**config.mk**
```make
export PLATFORM = sky130hd
export DESIGN_NAME = bit_popcnt_stream_flat
export DESIGN_NICKNAME = d
export VERILOG_FILES = /design/src/rtl/bit_popcnt_stream_pkg.sv /design/src/rtl/bit_popcnt_stream_if.sv /design/src/rtl/bit_popcnt_stream_tree.sv /design/src/rtl/bit_popcnt_stream.sv /design/src/flat_wrapper.sv
export SDC_FILE = /design/constraint.sdc
export NUM_CORES = 1
export LEC_CHECK = 0
export CAP_MARGIN = 20
export CORE_MARGIN = 2
export CORE_UTILIZATION = 54
export DETAILED_ROUTE_END_ITERATION = 10
export GPL_ROUTABILITY_DRIVEN = 0
export MAX_ROUTING_LAYER = met4
export PLACE_DENSITY = 0.8
export SETUP_SLACK_MARGIN = 0.15
export SLEW_MARGIN = 40
export SYNTH_ARGS = -nofsm -noshare
export SYNTH_HDL_FRONTEND = slang
export SYNTH_SLANG_ARGS = --single-unit
```
**constraint.sdc**
```tcl
create_clock -name clk_i -period 3.6 [get_ports clk_i]
set_clock_uncertainty 0.2 [all_clocks]
set_input_delay 0.54 -clock clk_i [delete_from_list [all_inputs] [get_ports clk_i]]
set_output_delay 0.54 -clock clk_i [all_outputs]
set_load 0.005 [all_outputs]
```
**src/rtl/bit_popcnt_stream_pkg.sv**
```systemverilog
// -----------------------------------------------------------------------------
// bit_popcnt_pkg
// Shared types and sizing helpers for the bit_popcnt_stream block.
//   popcnt_mode_t : per-packet count mode (ones / zeros)
//   level_size    : number of nodes on a given adder-tree level
//   tree_lat      : registered stages from leaf sums to tree output
//   node_offset   : start index of a level in the flattened node vector
// No ports (package).
// -----------------------------------------------------------------------------
package bit_popcnt_pkg;

  typedef enum logic {
    MODE_ONES  = 1'b0,
    MODE_ZEROS = 1'b1
  } popcnt_mode_t;

  // Level 0 holds the leaf sums; each further level halves, rounding up
  // because an odd trailing element passes straight through.
  function automatic int level_size(input int low, input int lvl);
    int n;
    n = low;
    for (int i = 0; i < lvl; i++) begin
      n = (n + 1) / 2;
    end
    return n;
  endfunction

  // One leaf stage plus one register per binary adder level.
  function automatic int tree_lat(input int width, input int slice);
    return 1 + $clog2((width + slice - 1) / slice);
  endfunction

  // Sum of the sizes of all levels below lvl.
  function automatic int node_offset(input int low, input int lvl);
    int off;
    off = 0;
    for (int m = 0; m < lvl; m++) begin
      off = off + level_size(low, m);
    end
    return off;
  endfunction

endpackage

```
**src/rtl/bit_popcnt_stream_if.sv**
```systemverilog
// -----------------------------------------------------------------------------
// bit_popcnt_stream_if
// Beat input stream and packet-result output stream of bit_popcnt_stream.
//   data_i / data_val_i / data_eop_i / mode_i : beat from the packet source
//   data_mask_i                               : bit mask (BIT_POPCNT_MASK_EN only)
//   data_ready_o                              : beat accepted when val && ready
//   data_o / beats_o / err_o / data_val_o     : per-packet result
//   data_ready_i                              : consumer ready
// Modports: master = source/consumer side, slave = the counter.
// -----------------------------------------------------------------------------
interface bit_popcnt_stream_if #(
  parameter int WIDTH     = 128,
  parameter int MAX_BEATS = 16
);

  logic [WIDTH-1:0]                        data_i;
`ifdef BIT_POPCNT_MASK_EN
  logic [WIDTH-1:0]                        data_mask_i;
`endif
  logic                                    data_val_i;
  logic                                    data_eop_i;
  logic                                    mode_i;
  logic                                    data_ready_o;
  logic [$clog2(WIDTH*MAX_BEATS+1)-1:0]    data_o;
  logic [$clog2(MAX_BEATS+1)-1:0]          beats_o;
  logic                                    err_o;
  logic                                    data_val_o;
  logic                                    data_ready_i;

  modport master (
`ifdef BIT_POPCNT_MASK_EN
    output data_mask_i,
`endif
    output data_i, data_val_i, data_eop_i, mode_i, data_ready_i,
    input  data_ready_o, data_o, beats_o, err_o, data_val_o
  );

  modport slave (
`ifdef BIT_POPCNT_MASK_EN
    input  data_mask_i,
`endif
    input  data_i, data_val_i, data_eop_i, mode_i, data_ready_i,
    output data_ready_o, data_o, beats_o, err_o, data_val_o
  );

endinterface

```
**src/rtl/bit_popcnt_stream_tree.sv**
```systemverilog
// -----------------------------------------------------------------------------
// popcnt_tree
// Registered population-count tree with valid/eop/mode sideband.
// A beat register captures the (mode-inverted) data, the leaf stage sums
// SLICE-bit slices, then $clog2(LOW) registered binary adder levels reduce
// to one sum. The sideband is delayed to line up with sum_o.
//   clk_i, srst_i : clock, synchronous active-high reset
//   en_i          : global stage enable (low = freeze everything)
//   data_i        : beat data; val_i / eop_i / mode_i : beat sideband
//   sum_o         : number of counted bits in the beat
//   val_o, eop_o, mode_o : sideband aligned with sum_o
// -----------------------------------------------------------------------------
module popcnt_tree
  import bit_popcnt_pkg::*;
#(
  parameter int WIDTH = 128,
  parameter int SLICE = 6
) (
  input  logic                       clk_i,
  input  logic                       srst_i,
  input  logic                       en_i,
  input  logic [WIDTH-1:0]           data_i,
  input  logic                       val_i,
  input  logic                       eop_i,
  input  popcnt_mode_t               mode_i,
  output logic [$clog2(WIDTH+1)-1:0] sum_o,
  output logic                       val_o,
  output logic                       eop_o,
  output popcnt_mode_t               mode_o
);

  localparam int LOW   = (WIDTH + SLICE - 1) / SLICE;
  localparam int NLVL  = $clog2(LOW);
  localparam int TLAT  = tree_lat(WIDTH, SLICE);
  localparam int TOTAL = node_offset(LOW, NLVL + 1);
  localparam int SW    = $clog2(WIDTH + 1);
  localparam int IW    = $clog2(WIDTH);
  localparam int NW    = (TOTAL > 1) ? $clog2(TOTAL) : 1;

  logic [WIDTH-1:0]           beat_r;
  logic [TOTAL-1:0][SW-1:0]   node_r;
  logic [TOTAL-1:0][SW-1:0]   node_d;
  // Sideband: index 0 is the beat register, index TLAT lines up with sum_o.
  logic [TLAT:0]              val_r;
  logic [TLAT:0]              eop_r;
  logic [TLAT:0]              mode_r;

  function automatic logic [NW-1:0] nidx(input int lvl, input int k);
    return NW'(node_offset(LOW, lvl) + k);
  endfunction

  // Next-state of every tree node: leaf slice sums, then pairwise adds.
  always_comb begin
    node_d = node_r;
    for (int i = 0; i < LOW; i++) begin
      node_d[nidx(0, i)] = '0;
      for (int j = 0; j < SLICE; j++) begin
        // The last slice may be partial; bits past WIDTH are skipped.
        if (i * SLICE + j < WIDTH) begin
          node_d[nidx(0, i)] = node_d[nidx(0, i)] + SW'(beat_r[IW'(i * SLICE + j)]);
        end else begin
          node_d[nidx(0, i)] = node_d[nidx(0, i)];
        end
      end
    end
    for (int l = 1; l <= NLVL; l++) begin
      for (int k = 0; k < level_size(LOW, l); k++) begin
        if (2 * k + 1 < level_size(LOW, l - 1)) begin
          node_d[nidx(l, k)] = node_r[nidx(l - 1, 2 * k)] + node_r[nidx(l - 1, 2 * k + 1)];
        end else begin
          node_d[nidx(l, k)] = node_r[nidx(l - 1, 2 * k)];
        end
      end
    end
  end

  // Pipeline registers: beat capture, tree nodes and sideband shift.
  always_ff @(posedge clk_i) begin
    if (srst_i) begin
      beat_r <= '0;
      node_r <= '0;
      val_r  <= '0;
      eop_r  <= '0;
      mode_r <= '0;
    end else if (en_i) begin
      // Zeros mode counts ones of the inverted beat.
      beat_r <= (mode_i == MODE_ZEROS) ? ~data_i : data_i;
      node_r <= node_d;
      val_r  <= {val_r[TLAT-1:0], val_i};
      eop_r  <= {eop_r[TLAT-1:0], eop_i};
      mode_r <= {mode_r[TLAT-1:0], mode_i};
    end
  end

  assign sum_o  = node_r[nidx(NLVL, 0)];
  assign val_o  = val_r[TLAT];
  assign eop_o  = eop_r[TLAT];
  assign mode_o = popcnt_mode_t'(mode_r[TLAT]);

endmodule

```
**src/rtl/bit_popcnt_stream.sv**
```systemverilog
// -----------------------------------------------------------------------------
// bit_popcnt_stream
// Streaming per-packet population counter. Beats enter through bus (slave
// modport), are counted by popcnt_tree, accumulated until eop, and one
// total per packet is presented on the result side of bus.
//   clk_i  : clock
//   srst_i : synchronous active-high reset
//   bus    : bit_popcnt_stream_if.slave (beat input, result output)
// Build option BIT_POPCNT_MASK_EN: adds bus.data_mask_i; masked-off bits are
// excluded from the count in both modes.
// Latency from eop acceptance to data_val_o is tree_lat(WIDTH,SLICE) + 1.
// -----------------------------------------------------------------------------
module bit_popcnt_stream
  import bit_popcnt_pkg::*;
#(
  parameter int WIDTH     = 128,
  parameter int SLICE     = 6,
  parameter int MAX_BEATS = 16
) (
  input  logic              clk_i,
  input  logic              srst_i,
  bit_popcnt_stream_if.slave bus
);

  localparam int SW = $clog2(WIDTH + 1);
  localparam int DW = $clog2(WIDTH * MAX_BEATS + 1);
  localparam int BW = $clog2(MAX_BEATS + 1);

  logic              enable_s;
  logic              accept_s;
  popcnt_mode_t      beat_mode_s;
  logic [WIDTH-1:0]  tree_data_s;
  logic [SW-1:0]     tree_sum_s;
  logic              tree_val_s;
  logic              tree_eop_s;
  popcnt_mode_t      tree_mode_s;
  logic              exceed_s;
  logic [DW-1:0]     sum_next_s;

  logic              first_r;
  popcnt_mode_t      pkt_mode_r;
  logic [DW-1:0]     acc_r;
  logic [BW-1:0]     beat_cnt_r;
  logic              ovf_r;
  logic [DW-1:0]     res_data_r;
  logic [BW-1:0]     res_beats_r;
  logic              res_err_r;
  logic              res_val_r;

  // Global enable, beat acceptance and the mode applied to this beat.
  always_comb begin
    enable_s = !(res_val_r && !bus.data_ready_i);
    accept_s = bus.data_val_i && enable_s;
    if (first_r) begin
      beat_mode_s = popcnt_mode_t'(bus.mode_i);
    end else begin
      beat_mode_s = pkt_mode_r;
    end
  end

  // Data presented to the tree (mask applied before the tree's inversion).
  always_comb begin
`ifdef BIT_POPCNT_MASK_EN
    // The tree inverts in zeros mode, so forcing masked-off bits to 1 here
    // makes them 0 after inversion: the count becomes ~data & mask.
    if (beat_mode_s == MODE_ZEROS) begin
      tree_data_s = bus.data_i | ~bus.data_mask_i;
    end else begin
      tree_data_s = bus.data_i & bus.data_mask_i;
    end
`else
    tree_data_s = bus.data_i;
`endif
  end

  // Packet-start tracking and mode latch on the first beat.
  always_ff @(posedge clk_i) begin
    if (srst_i) begin
      first_r    <= 1'b1;
      pkt_mode_r <= MODE_ONES;
    end else if (accept_s) begin
      if (first_r) begin
        pkt_mode_r <= beat_mode_s;
      end
      first_r <= bus.data_eop_i;
    end
  end

  popcnt_tree #(
    .WIDTH (WIDTH),
    .SLICE (SLICE)
  ) u_tree (
    .clk_i  (clk_i),
    .srst_i (srst_i),
    .en_i   (enable_s),
    .data_i (tree_data_s),
    .val_i  (accept_s),
    .eop_i  (bus.data_eop_i),
    .mode_i (beat_mode_s),
    .sum_o  (tree_sum_s),
    .val_o  (tree_val_s),
    .eop_o  (tree_eop_s),
    .mode_o (tree_mode_s)
  );

  // Overflow detect and next running total.
  always_comb begin
    exceed_s   = (beat_cnt_r == BW'(MAX_BEATS));
    sum_next_s = acc_r + DW'(tree_sum_s);
  end

  // Accumulator, beat counter, overflow flag and result register.
  always_ff @(posedge clk_i) begin
    if (srst_i) begin
      acc_r       <= '0;
      beat_cnt_r  <= '0;
      ovf_r       <= 1'b0;
      res_data_r  <= '0;
      res_beats_r <= '0;
      res_err_r   <= 1'b0;
      res_val_r   <= 1'b0;
    end else if (enable_s) begin
      res_val_r <= tree_val_s && tree_eop_s;
      if (tree_val_s) begin
        if (tree_eop_s) begin
          if (ovf_r || exceed_s) begin
            res_data_r  <= '1;
            res_beats_r <= '1;
            res_err_r   <= 1'b1;
          end else begin
            res_data_r  <= sum_next_s;
            res_beats_r <= beat_cnt_r + BW'(1);
            res_err_r   <= 1'b0;
          end
          acc_r      <= '0;
          beat_cnt_r <= '0;
          ovf_r      <= 1'b0;
        end else if (exceed_s) begin
          // Extra beats are consumed but no longer counted.
          ovf_r <= 1'b1;
        end else begin
          acc_r      <= sum_next_s;
          beat_cnt_r <= beat_cnt_r + BW'(1);
        end
      end
    end
  end

  assign bus.data_ready_o = enable_s;
  assign bus.data_o       = res_data_r;
  assign bus.beats_o      = res_beats_r;
  assign bus.err_o        = res_err_r;
  assign bus.data_val_o   = res_val_r;

endmodule
```
**src/flat_wrapper.sv**
```systemverilog
// flat-port wrapper written by rule: the top's interface ports become plain ports
module bit_popcnt_stream_flat import bit_popcnt_pkg::*;
#(
  parameter int WIDTH     = 128,
  parameter int SLICE     = 6,
  parameter int MAX_BEATS = 16
)
  (clk_i, srst_i, bus_data_i, bus_data_val_i, bus_data_eop_i, bus_mode_i, bus_data_ready_i, bus_data_ready_o, bus_data_o, bus_beats_o, bus_err_o, bus_data_val_o);
  bit_popcnt_stream_if #(.WIDTH(WIDTH), .MAX_BEATS(MAX_BEATS)) bus_i ();
  input  logic clk_i;
  input  logic srst_i;
  input wire logic [$bits(bus_i.data_i)-1:0] bus_data_i;
  input wire logic [$bits(bus_i.data_val_i)-1:0] bus_data_val_i;
  input wire logic [$bits(bus_i.data_eop_i)-1:0] bus_data_eop_i;
  input wire logic [$bits(bus_i.mode_i)-1:0] bus_mode_i;
  input wire logic [$bits(bus_i.data_ready_i)-1:0] bus_data_ready_i;
  output wire logic [$bits(bus_i.data_ready_o)-1:0] bus_data_ready_o;
  output wire logic [$bits(bus_i.data_o)-1:0] bus_data_o;
  output wire logic [$bits(bus_i.beats_o)-1:0] bus_beats_o;
  output wire logic [$bits(bus_i.err_o)-1:0] bus_err_o;
  output wire logic [$bits(bus_i.data_val_o)-1:0] bus_data_val_o;
  assign bus_i.data_i = bus_data_i;
  assign bus_i.data_val_i = bus_data_val_i;
  assign bus_i.data_eop_i = bus_data_eop_i;
  assign bus_i.mode_i = bus_mode_i;
  assign bus_i.data_ready_i = bus_data_ready_i;
  assign bus_data_ready_o = bus_i.data_ready_o;
  assign bus_data_o = bus_i.data_o;
  assign bus_beats_o = bus_i.beats_o;
  assign bus_err_o = bus_i.err_o;
  assign bus_data_val_o = bus_i.data_val_o;
  bit_popcnt_stream #(.WIDTH(WIDTH), .SLICE(SLICE), .MAX_BEATS(MAX_BEATS)) u_core (.clk_i(clk_i), .srst_i(srst_i), .bus(bus_i));
endmodule
```
### Word level (Yosys, flattened, before mapping)

Cells that the tools add are included.

| word-level totals | value |
|---|---|
| register bits after elaboration | 289 |
| input bits | 134 |
| logic and storage cells | 121 |

| operators by class | value |
|---|---|
| eq/ne operators | 2 |
| bitwise gates (word level) | 2 |
| mux-type cells | 11 |
| add/sub/neg operators | 61 |
| reduce and logical (&&, ||, !) cells | 11 |

Operators by type and width:

| operator | count |
|---|---|
| 8-bit adder | 9 |
| 5-bit by 1-bit adder with 6-bit output | 10 |
| 60-bit 2-to-1 mux | 1 |
| 60-bit NOT | 1 |
| 4-bit by 1-bit adder with 5-bit output | 10 |
| 3-bit by 1-bit adder with 4-bit output | 10 |
| 12-bit 2-to-1 mux | 3 |
| 2-bit by 1-bit adder with 3-bit output | 10 |
| 1-bit by 1-bit adder with 2-bit output | 10 |
| 5-bit 2-to-1 mux | 3 |
| 12-bit by 8-bit adder with 12-bit output | 1 |
| 3-bit AND reduction | 3 |
| 5-bit by 1-bit adder with 5-bit output, second input constant | 1 |
| 5-bit equality test, second input constant | 1 |
| 1-bit 2-to-1 mux | 4 |
| 1-bit logical AND | 3 |
| 1-bit logical NOT | 2 |
| 2-bit != test, second input constant | 1 |
| 2-bit AND reduction | 1 |
| 2-bit nonzero test | 1 |
| 1-bit logical OR | 1 |
| 1-bit NOT | 1 |

### Logic depth before layout (Yosys ltp)

| logic depth | value |
|---|---|
| depth in word-level cells | 5 |
| mapped depth | 8 |
| gate-level depth less buffers | 8 |

### Hierarchy

Synthesis repeated with hierarchy kept, for this count alone.

| unflattened totals | value |
|---|---|
| cell total of the unflattened synthesis | 1093 |
| area total of the unflattened synthesis | 10581.4 µm² |

Modules (own cells, without submodules):

| module | times used | area each (µm²) | cells each | sequential area each (µm²) |
|---|---|---|---|---|
| popcnt_tree | 1 | 8618.3 | 864 | 3383.2 |
| bit_popcnt_stream | 1 | 1963.1 | 229 | 780.7 |

### Worst setup path before layout

OpenSTA, ideal clock, no wires.

| path | value |
|---|---|
| kind | reg2reg |
| start point | reg u_core.u_tree.beat_r[0] |
| end point | reg u_core.u_tree.node_r[1] (netlist name) |
| path buffers | 0 |
| library setup time | 0.086 ns |
| data required time | 3.314 ns |
| arrival time | 2.239 ns |
| setup slack | 1.075 ns |
| stages on the path, launching flop included | 9 |
| cells stage by stage | dfxtp_1 > fa_1 > inv_1 > fa_1 > inv_1 > ha_1 > inv_1 > fa_1 > a211oi_1 |

| between the ends | value |
|---|---|
| longest elaborated chain between the ends | 5 |

Ends and longest elaborated chain:

| what | RTL line | text |
|---|---|---|
| from (decl) | bit_popcnt_stream_tree.sv:40 | `logic [WIDTH-1:0] beat_r;` |
| from (signal assigned) | bit_popcnt_stream_tree.sv:87 | `beat_r <= (mode_i == MODE_ZEROS) ? ~data_i : data_i;` |
| 1-bit by 1-bit adder with 2-bit output | bit_popcnt_stream_tree.sv:60 | `node_d[nidx(0, i)] = node_d[nidx(0, i)] + SW'(beat_r[IW'(i * SLICE + j)]);` |
| 2-bit by 1-bit adder with 3-bit output | bit_popcnt_stream_tree.sv:60 |  |
| 3-bit by 1-bit adder with 4-bit output | bit_popcnt_stream_tree.sv:60 |  |
| 4-bit by 1-bit adder with 5-bit output | bit_popcnt_stream_tree.sv:60 |  |
| 5-bit by 1-bit adder with 6-bit output | bit_popcnt_stream_tree.sv:60 |  |
| to (signal assigned) | bit_popcnt_stream_tree.sv:88 | `node_r <= node_d;` |
| to (decl) | bit_popcnt_stream_tree.sv:41 | `logic [TOTAL-1:0][SW-1:0] node_r;` |

Every way passes these cells.
A chain may end at the register's enable or synchronous reset.

### Worst setup path in the final report

| path | value |
|---|---|
| start point | in bus_data_ready_i |
| end point | out bus_data_ready_o |

| between the ends | value |
|---|---|
| longest elaborated chain between the ends | 3 |

Ends and longest elaborated chain:

| what | RTL line | text |
|---|---|---|
| from (decl) | flat_wrapper.sv:16 | `input wire logic [$bits(bus_i.data_ready_i)-1:0] bus_data_ready_i;` |
| 1-bit logical NOT | bit_popcnt_stream.sv:52 | `enable_s = !(res_val_r && !bus.data_ready_i);` |
| 1-bit logical AND | bit_popcnt_stream.sv:52 |  |
| 1-bit logical NOT | bit_popcnt_stream.sv:52 |  |
| to (decl) | flat_wrapper.sv:17 | `output wire logic [$bits(bus_i.data_ready_o)-1:0] bus_data_ready_o;` |

Every way passes these cells.

==> metrics.md <==
| Metric | Value |
|---|---|
| Status | complete, no violations |
| Die W | 140 um |
| Layout cell share with drive strength beyond 1 | 0.0565 |
| Sequential share of the synthesized area | 0.406 |
| Max Clock Freq | 373 MHz |
| Primary FF master, synth | dfxtp_1 |
| Post-DP HPWL | 11,900 um |
| IO Pins | 154 |
| Crit path max fanout | 9 |
| Design area | 11,700 um2 |
| Drt via density | 5.29 |
| Fillers | 1,431 |
| First-pass GRT wire length | 33,700 um |
| Met3 Track Usage GR | 0.0289 |
| Synth area leaders | dfxtp_1, nand2_1, fa_1 |
| Crit path launch | bus_data_ready_i |
| Min-Delay Path Class | register to register |
| R2R Path Start | u_core.u_tree.beat_r[30] |
| Syn_area_per_cell | 8.60 um2 |
| Lkg Pwr | 0.00483 uW |
| Num CTS Buffers | 22 |
| Syn Std Cell Area | 9920 um2 |
| Pwr Density | 509 nW/um2 |
| Synth Register Bits | 201 |
| Critical Path, Cell by Cell | clkdlybuf4s50_1 > nor2b_4 > inv_6 > clkdlybuf4s50_1 |
| Hold depth | 2 |
| Post-synth ARST share | 0 |
| Setup-failing EPs final | 0 |
| Worst path bufs/invs | 3 |
| Busiest grt layer | met2 |
| Top delay family on crit path | buffers and inverters |
| Grt met1 use | 0.250 |
| Clk buf depth | 3 |
| Cell mode on critical path | clkdlybuf4s50_1 |
| Required time worst endpoint | 2.86 ns |
| Initial Util | 0.552 |
| CTS tree | built |
| Max stage delay on crit path | 0.47 ns |
| Post-route ant nets | 0 |
| Root Driver | clkbuf_16 |
| Fin cells | 1,451 |
| Crit path kind | input pin to primary output |
| Ant. Diodes | 0 |
| R2R setup slack | 0.93 ns |
| Worst vdd ir | 0.000378 V |
| Cts hold-fix bufs | 0 |
| Drt initial violations | 466 |
| Largest net degree at the start of global routing | 190 |
| Worst slew pin tran | 0.798 ns |
| CP Capture Type | primary output |
| WL/cell | 13.0 um |
| Crit path time final | 2.68 ns |
| Slew HR | 0.468 |
| Max_cap viols | 0 |
| Number of global-route vias before repair | 7,555 |
| Post-CTS Setup Bufs | 0 |
| Die ar. | 19,500 um2 |
| Total clock sinks | 201 |
| Unique masters post-synth | 49 |
| GRT Total Usage | 0.205 |
| Setup TNS Final | 0 ns |
| Number of I/O port buffers | 85 |
| Grt met2 use | 0.361 |
| EDFF count, synth | 0 |
| CP Depth | 4 |
| Largest area contributor in the netlist | dfxtp_1 |
| Finished Core Util | 0.649 |
| Critical path capture point | bus_data_ready_o |
| Dpl cells | 1,413 |
| Reg2reg end | u_core.u_tree.node_r[41] |
| Slew Limit Fails | 0 |
| Reg clk slew, reported paths | 0.06 ns |
| CTS resizes | 0 |
| Fin. Hold Viols | 0 |
| Via count | 7,674 |
| Pwr Total | 5930 uW |
| Final wirelength | 18,900 um |
| Synth warn | 0 |
| Worst-Skew Late Latency | 0.50 ns |
| Area grow syn2layout | 17.6% |
| Gr ovfl total | 0 |
| FP Rows | 49 |
| Critical Path AT | 1.94 ns |
| Startpoint types | input pin |
| CTS H-tree lvls | 1 |
| Die Y | 140 um |
| Core area | 18,000 um2 |
| Critical-path top delay cell | clkdlybuf4s50_1 |
| Final #Nets | 1,433 |
| RSZ-0062 raised after global routing | no |
| Drt pass-1 iters | 5 |
| Syn Nets | 1,378 |
| Initial antenna violation count | 0 |
| Share of the synthesized area in the top cell type | 0.406 |
| # DRC | 0 |
| R2r worst-path depth | 8 |
| Dpl cell area | 10,900 um2 |
| Syn Inst Count | 1,153 |
| Crit share post-route | 0.745 |
## synth_stat cells (15+ instances only)
cell	number
a211oi_1	32
a21o_1	16
a21oi_1	150
buf_2	18
clkbuf_1	40
dfxtp_1	201
fa_1	40
ha_1	51
inv_1	89
nand2_1	260
nand3_1	15
nor2_1	45
o21ai_0	25
xnor2_1	77
## power by group
| group | switching (uW) | internal [uW] | total [uW] |
|---|---|---|---|
| Sequential | 177 | 2490 | 2660 |
| Clock | 883 | 1320 | 2200 |
| Combinational | 536 | 529 | 1060 |
| Total | 1600 | 4330 | 5930 |
## per-layer routing
layer,share of wire,vias up
met5,0,-
met4,0.019,0
met3,0.033,26
met2,0.50,122
met1,0.45,3607
li1,-,3919
## placed cells by master, fill, tap and decap left out, types with 3 or more instances in the layout
cell type        netlist  layout
and4_1                 3       3
xor2_1                 5       5
a31oi_1               11      11
ha_1                  51      51
a21o_1                16      16
a211oi_1              32      32
nor2_1                45      45
o21ai_0               25      25
a311oi_1               3       3
clkinv_2               0       4
o221a_2               11      11
clkdlybuf4s50_1        0      84
dfxtp_1              201     201
buf_4                  0      10
or3b_1                 5       5
clkbuf_8               0       6
buf_12                 0       4
nand2_1              260     260
clkbuf_1              40       3
nor3_1                 4       4
a21oi_1              150     150
o211ai_1               4       4
nor4_1                 3       3
a211o_1                3       3
nand3_1               15      15
inv_1                 89      89
clkbuf_16              0      22
fa_1                  40      40
xnor2_1               77      77
or3_1                  4       4
## logic make-up after synthesis
family / count (synthesis) / synth area share
and+or+nand+nor: 354 / 0.150
adders and majority gates: 91 / 0.145
muxes: 2 / 0.00202
xor gates and xnor gates: 82 / 0.0724
AOI/OAI and AO/OA: 266 / 0.161
DFF: 201 / 0.406
buffers and inverters: 157 / 0.0632
## flip-flops by register name (all words and copies together), names as in the netlist
| signal | count |
|---|---|
| u_core.beat_cnt_r | 5 |
| u_core.u_tree.val_r | 7 |
| u_core.ovf_r | 1 |
| u_core.bus.err_o | 1 |
| u_core.bus.data_o | 12 |
| u_core.bus.data_val_o | 1 |
| u_core.u_tree.sum_o | 7 |
| u_core.pkt_mode_r | 1 |
| u_core.u_tree.beat_r | 60 |
| u_core.u_tree.eop_r | 7 |
| u_core.first_r | 1 |
| u_core.u_tree.node_r | 81 |
| u_core.acc_r | 12 |
| u_core.bus.beats_o | 5 |
## per-stage QoR
| stage | setup slack (ns) | hold slack (ns) |
|---|---|---|
| final | 0.917 | 0.250 |
| after global routing | 0.791 | 0.271 |
| after CTS | 0.915 | 0.253 |
| after detailed placement | 0.928 | 0.244 |
| after global placement | 0.918 | 0.238 |
| after floorplan | 1.08 | 0.232 |
## cell type report
cell class / instances / area, um2 / area share
multi-input combinational: 795 / 5290 / 0.454
clock buffer: 31 / 644 / 0.0553
timing repair buffer: 98 / 996 / 0.0854
tap: 229 / 287 / 0.0246
sequential: 201 / 4020 / 0.345
inverter: 90 / 343 / 0.0294
clock inverter: 7 / 75.1 / 0.00644
## worst min-delay path by stage
| stage | start | to | slack (ns) |
|---|---|---|---|
| 3_3_place_gp | u_core.u_tree.eop_r[5] | u_core.u_tree.eop_r[5] | 0.24 |
| 2_1_floorplan | u_core.u_tree.beat_r[10] | u_core.u_tree.beat_r[10] | 0.23 |
| 5_1_grt | u_core.u_tree.eop_r[2] | u_core.u_tree.eop_r[3] | 0.27 |
| 3_5_place_dp | u_core.u_tree.node_r[211] | u_core.u_tree.node_r[283] | 0.24 |
| 6_report | u_core.u_tree.beat_r[46] | u_core.u_tree.beat_r[46] | 0.25 |
| 4_1_cts | u_core.u_tree.val_r[2] | u_core.u_tree.val_r[2] | 0.25 |
## tightest hold or removal path, stage by stage (launching register included)
cell,delay (ns)
dfxtp_1,0.30
nand2_1,0.05
a21oi_1,0.05
Note: power is estimated with default switching activity, not from simulation.
==> patch (same flow settings) <==
Make the reset (`srst_i`) asynchronous in 3 clocked blocks. Comments in the files are not updated.
--- a/src/rtl/bit_popcnt_stream_tree.sv
+++ b/src/rtl/bit_popcnt_stream_tree.sv
@@ -75,7 +75,7 @@
   end
 
   // Pipeline registers: beat capture, tree nodes and sideband shift.
-  always_ff @(posedge clk_i) begin
+  always_ff @(posedge clk_i or posedge srst_i) begin
     if (srst_i) begin
       beat_r <= '0;
       node_r <= '0;
--- a/src/rtl/bit_popcnt_stream.sv
+++ b/src/rtl/bit_popcnt_stream.sv
@@ -74,7 +74,7 @@
   end
 
   // Packet-start tracking and mode latch on the first beat.
-  always_ff @(posedge clk_i) begin
+  always_ff @(posedge clk_i or posedge srst_i) begin
     if (srst_i) begin
       first_r    <= 1'b1;
       pkt_mode_r <= MODE_ONES;
@@ -110,7 +110,7 @@
   end
 
   // Accumulator, beat counter, overflow flag and result register.
-  always_ff @(posedge clk_i) begin
+  always_ff @(posedge clk_i or posedge srst_i) begin
     if (srst_i) begin
       acc_r       <= '0;
       beat_cnt_r  <= '0;
Formal check against the unedited RTL: differs if srst_i is asserted again (counterexample within 10 cycles, from zero or initial values and one cycle with srst_i high); with srst_i held inactive, the same outputs for 10 cycles.
==> patch against the original RTL <==
Sequential share of layout area up 6.8 points; maximum frequency is 0.83% higher; routed wire length fell by 6.2%; area after synthesis increased by 4.7%; cell area increased by 4.4%; worst setup slack improved by 0.022 ns; sequential cell count is the same; non-clock buffer count decreased by 2; count of clock-buffer cells in the layout is 2 higher; critical endpoint is now u_core.u_tree.node_r[57]; largest cell class is now sequential cells.
Power is not compared: it rests on default switching activity, and its combinational part moved more than twofold at a synthesized area within 25%.
==> patch: results (changes against the original RTL) <==
- The flow ran to the end, and the final reports show no timing, DRC or antenna violations.
- In the synthesized netlist, the cells that appear most often are dfrtp_1 (200), nand2_1 (176), a21oi_1 (118).
* Type of the most critical hold path: in2async
- 1st-pass router iterations: 5 (unchanged)
- Critical-path cell with the highest stage delay: fa_1
* Largest delay share family, worst path: adder cells
- The worst register-to-register path has a setup slack of 0.94 ns.
* Number of buffers on the longest clock path: 3 (unchanged)
* Portion of the post-synthesis area used by sequential elements: 48.5% (+7.9 points)
* Met1 Usage GRT: 25.0% (about the same)
- All-layer global routing usage: 19.2% (-1.3 points)
* Startpoint of the worst register-to-register path: u_core.u_tree.beat_r[42]
* Largest fanout on the critical path: 2 (-7)
- The largest net degree at the start of global routing is 181 (-4.7%).
- The fraction of layout cells with a size suffix above 1 came to 5.37% (-0.28 points).
- The post-detailed-placement half-perimeter wirelength is 11900 um (-0.37%).
- GR Util met2: 32.2% (-3.9 points)
- The worst reg2reg path depth is 8 (unchanged).
- The post-layout net count came to 1346 (-6.1%).
- The global-route wire length before repair came to 31700 um (-6.0%).
- Total clock buffers created by CTS: 22 (unchanged)
* Vias in the first global route: 7085 (-6.2%)
* Biggest area contributors in the synthesized netlist: dfrtp_1 (48%), fa_1 (7.7%), nand2_1 (6.4%)
- The largest registers in the layout are u_core.u_tree.node_r x81, u_core.u_tree.beat_r x60.
- The violation count after the first detailed-routing iteration was 275 (-41%).
- Clock-pin transition on the worst setup and hold timing paths: 0.06 ns (about the same)
- Unique masters post-synth: 54 (+10%)
* Clk Latency, worst-skew pair: 0.49 ns
- The via total after detailed routing came to 7122 (-7.2%).
- The critical path's largest stage delay came to 0.54 ns (+0.07 ns).
- The worst-margin pin slew was 0.764 ns (-0.0333 ns).
- Grt met3 use: 2.78% (-0.11 points)
* Buffer cell driving the clock tree root: clkbuf_16
* Post-DR wirelength/cell: 12.9 um (-0.67%)
- The number of buffer cells added on primary ports came to 85 (unchanged).
- The share of flip-flops with an asynchronous set or reset after synthesis was 100% (+100 points).
- The count of buffers added by post-CTS timing repair for setup is 0 (unchanged).
- Leakage: ~5.8 nW
- Total of warnings raised by yosys: 0 (unchanged)
- The area of placed instances was 11500 um2 (+4.8%).
- Peak ir drop on the vdd network: 1.02 mV
- The number of gates resized after cts was 0 (unchanged).
- Antenna violations before repair: 0 (unchanged)
- The final antenna diode count is 0 (unchanged).
- Arrival time at the worst endpoint: 2.82 ns (+0.88 ns)
- The number of H-tree levels was 1 (unchanged).
* Crit Reg-Reg Endpoint: u_core.u_tree.node_r[57]
- The pre-CTS worst setup slack is 0.803 ns (-0.125 ns).
## patch: changes by cell type after synthesis, sizes merged, moves of 7 or more
cell    before  now
clkbuf      40   12
buf         27   36
xor2         5   74
o221a       11    0
o22a         0    7
a21oi      150  118
nand2      260  177
nand3       15    8
nor2        46  116
dfxtp      201    0
xnor2       77    7
dfrtp        0  200
a211oi      32    4
## patch: cell families after synthesis
group | after synthesis | synth area share [%]
XOR/XNOR | 81 | 6.83
adder cells (fa/ha/maj) | 91 | 13.9
buffers and inverters | 135 | 5.44
flip-flops | 201 | 48.5
AND/OR/NAND/NOR | 325 | 12.9
AO/OA/AOI/OAI | 212 | 12.1
multiplexers | 4 | 0.410
## patch: worst max path at each step
stage	start	slack [ns]	endpoint
CTS	u_core.u_tree.beat_r[42]	0.91	u_core.u_tree.node_r[57]
detailed placement	bus_data_ready_i	0.80	u_core.u_tree.node_r[341]
global placement	bus_data_ready_i	0.85	u_core.u_tree.node_r[341]
floorplan	srst_i	0.26	u_core.acc_r[0]
global route	u_core.u_tree.beat_r[42]	0.82	u_core.u_tree.node_r[57]
finish	u_core.u_tree.beat_r[42]	0.94	u_core.u_tree.node_r[57]
## patch: routing by layer
metal / wire (um) / vias to the layer above
li1: - / 3572
met1: 7990 / 3402
met2: 8800 / 128
met3: 642 / 20
met4: 285 / 0
met5: 0 / -
## patch: cell type report
type	instances	area, um2
Fill cell	1478	6600
Sequential cell	201	5030
Multi-Input combinational cell	713	4810
Timing Repair Buffer	96	996
Clock buffer	33	673
Inverter	87	335
Tap cell	234	293
Clock inverter	6	33.8
## patch: power by group
part	internal, mW	switching, mW
sequential	3.49	0.753
combinational	2.85	3.33
clock	1.29	0.874
## patch: stage by stage
stage	power, mW	instances	hold WS, ns	utilization, %
5_1_grt	14.0	1370	0.271	64.8
3_5_place_dp	10.5	1331	0.255	61.1
2_1_floorplan	8.96	1049	0.239	-
3_3_place_gp	10.1	1331	0.250	61.1
4_1_cts	12.8	1370	0.248	64.8
6_report	12.6	1370	0.238	64.8
